`config.mk`:
```
export PLATFORM = sky130hd
export DESIGN_NAME = fm_modulator
export DESIGN_NICKNAME = d
export VERILOG_FILES = /design/src/rtl/fm_modulator.sv
export SDC_FILE = /design/constraint.sdc
export NUM_CORES = 1
export LEC_CHECK = 0
export CELL_PAD_IN_SITES_DETAIL_PLACEMENT = 0
export CELL_PAD_IN_SITES_GLOBAL_PLACEMENT = 1
export CORE_AREA = 4 4 199 201
export CTS_BUF_LIST = sky130_fd_sc_hd__clkbuf_2
export DETAILED_ROUTE_END_ITERATION = 10
export DIE_AREA = 0 0 203 205
export HOLD_SLACK_MARGIN = 0.06
export PLACE_DENSITY_LB_ADDON = 0.1
export SETUP_SLACK_MARGIN = 0.3
export SLEW_MARGIN = 5
export SYNTH_ARGS = -nofsm -noshare
export SYNTH_HDL_FRONTEND = slang
export SYNTH_SLANG_ARGS = --single-unit
export TNS_END_PERCENT = 100
```
`constraint.sdc`:
```
create_clock -name clk -period 6.15 [get_ports clk]
set_input_delay 0.9225 -clock clk [delete_from_list [all_inputs] [get_ports clk]]
set_output_delay 0.9225 -clock clk [all_outputs]
set_load 0.02 [all_outputs]
```
`src/rtl/fm_modulator.sv`:
```
// rtl/fm_modulator.sv - digital FM transmitter: 2-entry audio FIFO feeding a DDS with 1-bit output
//
// Purpose:
//   Audio samples arrive on a valid/ready handshake and wait in a 2-entry FIFO.
//   One sample is consumed per 32 kHz audio enable. It is scaled by the deviation
//   gain and added to the carrier constant K to form the DDS phase increment.
//   The MSB of the phase accumulator is the 1-bit broadcast signal.
//
// Ports:
//   clk          sampling clock
//   reset        asynchronous active-low reset
//   en_a         audio-rate enable, one clk wide
//   enable       transmitter on; low returns to idle and flushes everything
//   K            carrier phase increment constant
//   kdev         unsigned deviation gain
//   audio        signed audio sample
//   audio_valid  source presents a sample
//   audio_ready  FIFO can accept a sample (registered)
//   tx           1-bit modulated output (phase MSB)
//   underrun     sticky: a sample was needed in RUN while the FIFO was empty
//   inc_mon      registered phase increment currently applied to the accumulator

module fm_modulator #(
    parameter int width_dds   = 32,
    parameter int width_audio = 16,
    parameter int width_kdev  = 16,
    parameter int SHIFT       = 8
) (
    input  logic                          clk,
    input  logic                          reset,
    input  logic                          en_a,
    input  logic                          enable,
    input  logic [width_dds-1:0]          K,
    input  logic [width_kdev-1:0]         kdev,
    input  logic signed [width_audio-1:0] audio,
    input  logic                          audio_valid,
    output logic                          audio_ready,
    output logic                          tx,
    output logic                          underrun,
    output logic [width_dds-1:0]          inc_mon
);

    // Signed audio times kdev widened by a zero sign bit: full-precision product.
    localparam int width_prod = width_audio + width_kdev + 1;

    typedef enum logic [1:0] {
        IDLE  = 2'd0,
        PRIME = 2'd1,
        RUN   = 2'd2
    } state_t;

    state_t state, state_nxt;

    // FIFO storage and bookkeeping
    logic signed [width_audio-1:0] fifo_mem [2];
    logic                          wr_ptr;
    logic                          rd_ptr;
    logic [1:0]                    count;
    logic [1:0]                    count_nxt;

    logic push;
    logic pop;
    logic starve;
    logic active;
    logic fifo_empty;

    // Datapath
    logic signed [width_audio-1:0] sample;
    logic signed [width_prod-1:0]  sample_ext;
    logic signed [width_prod-1:0]  kdev_ext;
    logic signed [width_prod-1:0]  prod;
    logic signed [width_prod-1:0]  prod_shift;
    logic [width_dds-1:0]          phase;

    assign active     = (state != IDLE);
    assign fifo_empty = (count == 2'd0);
    assign push       = audio_valid && audio_ready && enable;
    // Pop looks at occupancy before any same-cycle push, so a sample pushed
    // into an empty FIFO waits for the next audio enable.
    assign pop        = enable && active && en_a && !fifo_empty;
    assign starve     = enable && (state == RUN) && en_a && fifo_empty;

    assign sample_ext = width_prod'(sample);
    assign kdev_ext   = $signed(width_prod'(kdev));
    assign prod_shift = prod >>> SHIFT;

    assign tx = phase[width_dds-1];

    always_comb begin
        state_nxt = state;
        count_nxt = count;
        if (!enable) begin
            state_nxt = IDLE;
            count_nxt = 2'd0;
        end else begin
            case (state)
                IDLE:    state_nxt = PRIME;
                PRIME:   if (pop) state_nxt = RUN;
                RUN:     state_nxt = RUN;
                default: state_nxt = IDLE;
            endcase
            case ({push, pop})
                2'b10:   count_nxt = count + 2'd1;
                2'b01:   count_nxt = count - 2'd1;
                default: count_nxt = count;
            endcase
        end
    end

    always_ff @(posedge clk or negedge reset) begin
        if (!reset) begin
            state <= IDLE;
        end else begin
            state <= state_nxt;
        end
    end

    // FIFO; audio_ready follows the occupancy we are about to have, so it
    // drops in the cycle right after the FIFO fills and a third push is refused.
    always_ff @(posedge clk or negedge reset) begin
        if (!reset) begin
            for (int i = 0; i < 2; i++) begin
                fifo_mem[i] <= '0;
            end
            wr_ptr      <= 1'b0;
            rd_ptr      <= 1'b0;
            count       <= 2'd0;
            audio_ready <= 1'b0;
        end else if (!enable) begin
            wr_ptr      <= 1'b0;
            rd_ptr      <= 1'b0;
            count       <= 2'd0;
            audio_ready <= 1'b0;
        end else begin
            if (push) begin
                fifo_mem[wr_ptr] <= audio;
                wr_ptr           <= ~wr_ptr;
            end
            if (pop) begin
                rd_ptr <= ~rd_ptr;
            end
            count       <= count_nxt;
            audio_ready <= (count_nxt != 2'd2);
        end
    end

    // Sample register and sticky underrun flag
    always_ff @(posedge clk or negedge reset) begin
        if (!reset) begin
            sample   <= '0;
            underrun <= 1'b0;
        end else if (!enable) begin
            sample   <= '0;
            underrun <= 1'b0;
        end else begin
            if (pop) begin
                sample <= fifo_mem[rd_ptr];
            end
            if (starve) begin
                underrun <= 1'b1;
            end
        end
    end

    // Increment pipeline runs every clock, so K and kdev changes propagate
    // even while idle; phase only advances while transmitting.
    always_ff @(posedge clk or negedge reset) begin
        if (!reset) begin
            prod    <= '0;
            inc_mon <= '0;
            phase   <= '0;
        end else begin
            prod    <= sample_ext * kdev_ext;
            inc_mon <= K + width_dds'(prod_shift);
            if (!enable || state == IDLE) begin
                phase <= '0;
            end else begin
                phase <= phase + inc_mon;
            end
        end
    end

endmodule

```
==> impl_metrics.csv <==
group,metric,value,unit
floorplan,num_io_pins,104,
final_layout,final_cell_mix,"261 x inv_1, 189 x fa_1, 181 x nand2_1",
logic_synthesis,synth.yosys.warnings,0,
final_layout,mostFrequentLayoutCell,"inv_1",
routing,ant_nets,0,
floorplan,row_count,71,
pwr,cellPowerDensity,209,mW/mm^2
setup_path,path_class,"input pin to flop",
cts,root_buffer,"clkbuf_2",
global_routing,grt_overflow,0,
logic_synthesis,netlist_instances,1731,
run,maxCapViolCount,0,
placed_design,dp_slack,-0.526,ns
logic_synthesis,synth_edf_count,0,
final_layout,final_nets,2352,
setup_path,cp.arrival,6.55,ns
pwr,p_clk_frac,0.144,
cts,cts.sinks,145,
global_routing,grt_pass1_wl,63500,um
routing,via_count,12100,
pwr,pwr-share-comb,0.526,
pwr,ir_drop,0.000151,V
pwr,p_int,2310,uW
final_layout,area_growth,16.8,%
placed_design,gp_congestion,0.825,
cts,htreeDepth,4,
routing,drt_first_pass_iters,4,
placed_design,hpwl,31000,um
timing,layout_setup_ws,0.355,ns
pwr,seq_power_share,0.330,
floorplan,die-height,205,um
timing,rsz0062_at_grt,"true",
setup_path,worstPathRequired,6.90,ns
hold_path,hold_path_depth,1,
routing,routed_via_density,4.97,
global_routing,first_global_vias,12800,
final_layout,drive_above_1_share,0.124,
placed_design,port_buffers,103,
final_layout,fill_cells,3576,
placed_design,dp_cells,2383,
logic_synthesis,ys_seq_area_frac,0.220,
timing,slew_headroom,0.290,
logic_synthesis,ys.flop_type,"dfrtp_1",
floorplan,fp.dieArea,0.0416,sq mm
logic_synthesis,ys_async_sr_fraction,1.00,
timing,fin_skew,0.0679,ns
routing,wl,37500,um
floorplan,start_util,0.439,
logic_synthesis,ys_ff_latch,145,
cts,tritoncts,"yes",
hold_path,min_path_type,"flop to flop",
global_routing,grt_max_degree,90,
cts,insertion_delay,0.84,ns
logic_synthesis,synth_area,0.0165,sq mm
cts,clock_path_buffers,2,
routing,post_drt_wl_per_cell,15.4,um
timing,period_needed,5.79,ns
timing,setup_viol,0,
floorplan,die_x,203,um
timing,setup_tns,0,ns
timing,fmax,0.173,GHz
timing,tightest_slew,1.06,ns
setup_path,end_kind,"flop",
routing,drtIter0Drc,402,
final_layout,utilization,0.513,
setup_path,r2r_cells,22,
global_routing,antenna_found_initial,1,
routing,drc,0,
setup_path,critical_path.max_fanout,5,
final_layout,final_cells,2427,
cts,numCtsBuffers,17,
pwr,leakage,0.00988,uW
logic_synthesis,synth_cell_types,66,
pwr,p_switching,1710,uW
timing,finalCritPeriodShare,0.942,
pwr,p_sw_frac,0.426,
timing,finalMaxSlewViolations,0,
global_routing,gr-usage-all-layers,0.187,
logic_synthesis,synth_area_per_cell,9.53,sq um
logic_synthesis,syn_nets,2181,
setup_path,cp-start-kind,"input pin",
run_status,status,"completed",
floorplan,core_area,0.0376,sq mm
cts,clk_pin_slew,0.25,ns
timing,hold_viol,0,
-- per-stage QoR --
| stage | cell area [sq um] | hold slack [ns] | power (uW) |
|---|---|---|---|
| after floorplan | 16600 | 0.443 | 2810 |
| after global placement | 18900 | 0.484 | 3430 |
| after detailed placement | 18900 | 0.490 | 3450 |
| after CTS | 19100 | 0.538 | 4050 |
| after global routing | 19300 | 0.549 | 4380 |
| final | 19300 | 0.533 | 4020 |
-- Yosys cell counts (2+ instances only) --
library cell,instances,share of area
a2111oi_0,2,0.0011
a211o_1,3,0.0016
a211oi_1,9,0.0041
a21bo_2,2,0.0012
a21boi_0,2,0.00091
a21o_1,35,0.016
a21o_2,2,0.0011
a21oi_1,76,0.023
a221o_1,2,0.0012
a221oi_2,3,0.0027
a22oi_1,2,0.00091
a31o_2,2,0.0011
a31oi_1,9,0.0034
and2_1,124,0.047
and3_1,8,0.0030
and4_1,7,0.0037
buf_1,3,0.00068
clkbuf_1,59,0.013
dfrtp_1,145,0.22
fa_1,195,0.24
ha_1,186,0.14
inv_1,264,0.060
mux2_2,32,0.022
mux2i_1,16,0.0097
nand2_1,181,0.041
nand2b_1,15,0.0057
nand3_1,24,0.0073
nand4_1,8,0.0030
nor2_1,77,0.018
nor2b_1,13,0.0049
nor3_1,9,0.0027
o211a_1,7,0.0042
o211ai_1,8,0.0036
o21a_1,11,0.0050
o21ai_0,52,0.016
o21ai_1,4,0.0012
o21bai_1,8,0.0036
o22ai_1,2,0.00076
o31a_1,4,0.0021
o31ai_1,6,0.0027
o31ai_2,2,0.0015
or2_2,2,0.00076
xnor2_1,60,0.032
xor2_1,28,0.015
-- path summary, 6_finish.rpt --
check / slack [ns] / endpoint / from
max in group asynchronous: 4.05 / sample[3]$_DFFE_PN0P_ / reset
worst max-delay path: 0.36 / prod[29]$_DFF_PN0_ / kdev[7]
worst max register to register: 0.41 / prod[29]$_DFF_PN0_ / sample[4]$_DFFE_PN0P_
worst min-delay path: 0.53 / fifo_mem[12]$_DFFE_PN0P_ / fifo_mem[12]$_DFFE_PN0P_
worst min register to register: 0.53 / fifo_mem[12]$_DFFE_PN0P_ / fifo_mem[12]$_DFFE_PN0P_
min in group asynchronous: 0.66 / phase[28]$_DFF_PN0_ / reset
-- layout make-up --
cell class	count	area, sq um	area share
Antenna cell	1	2.50	0.000130
Clock buffer	18	90.1	0.00468
Clock inverter	14	146	0.00760
Inverter	264	991	0.0514
Multi-Input combinational cell	1260	11800	0.613
Sequential cell	145	3650	0.189
Tap cell	511	639	0.0332
Timing Repair Buffer	214	1930	0.100
-- what timing repair did --
action	in CTS	in global routing
pin swaps	0	15
setup buffers	0	10
gates resized for setup	5	24
endpoints found under the hold margin	17	0
setup endpoints to repair	5	11
hold buffers	1	0
-- state kept, by name (all words and copies together) (netlist names) --
| name | flops |
|---|---|
| fifo_mem | 32 |
| inc_mon | 32 |
| phase | 32 |
| prod | 25 |
| sample | 16 |
| count | 2 |
| state | 2 |
| audio_ready | 1 |
| rd_ptr | 1 |
| underrun | 1 |
| wr_ptr | 1 |
-- power by group through the flow --
stage               combinational (uW)  clock [uW]  sequential (uW)
finish                            2120         577             1330
global route                      2380         652             1360
detailed placement                2100           0             1350
CTS                               2120         609             1330
floorplan                         1430           0             1380
global placement                  2090           0             1340
-- worst max-delay path, cell delays in order --
cell and delay (ns):
clkdlybuf4s50_1 0.46, buf_4 0.17, and2_4 0.13, fa_1 0.49
inv_2 0.04, fa_1 0.55, fa_1 0.45, fa_1 0.49
inv_1 0.05, fa_1 0.48, inv_2 0.04, fa_1 0.51
inv_2 0.05, ha_4 0.24, nand4_1 0.11, o22ai_1 0.10
a21o_1 0.23, o21ai_4 0.22, o21bai_4 0.09, a31oi_4 0.29
o21ai_1 0.15, a211oi_2 0.24, nor2_1 0.06
-- layer usage --
layer | GRT usage | routed length (um)
met4 | 0.0429 | 412
met1 | 0.263 | 18300
met2 | 0.306 | 17400
met3 | 0.0306 | 1420
met5 | 0 | 0
-- kinds of logic (layout without fill, tap and decap cells) --
group,Yosys count,in the layout,share of synthesized area
buf+inv,326,510,0.0742
compound gates,270,270,0.111
simple gates,473,473,0.139
flops,145,145,0.220
xor+xnor,88,88,0.0467
other cells,0,1,0
fa+ha+maj,381,381,0.378
mux,48,48,0.0316
Note: power is estimated with default switching activity, not from simulation.
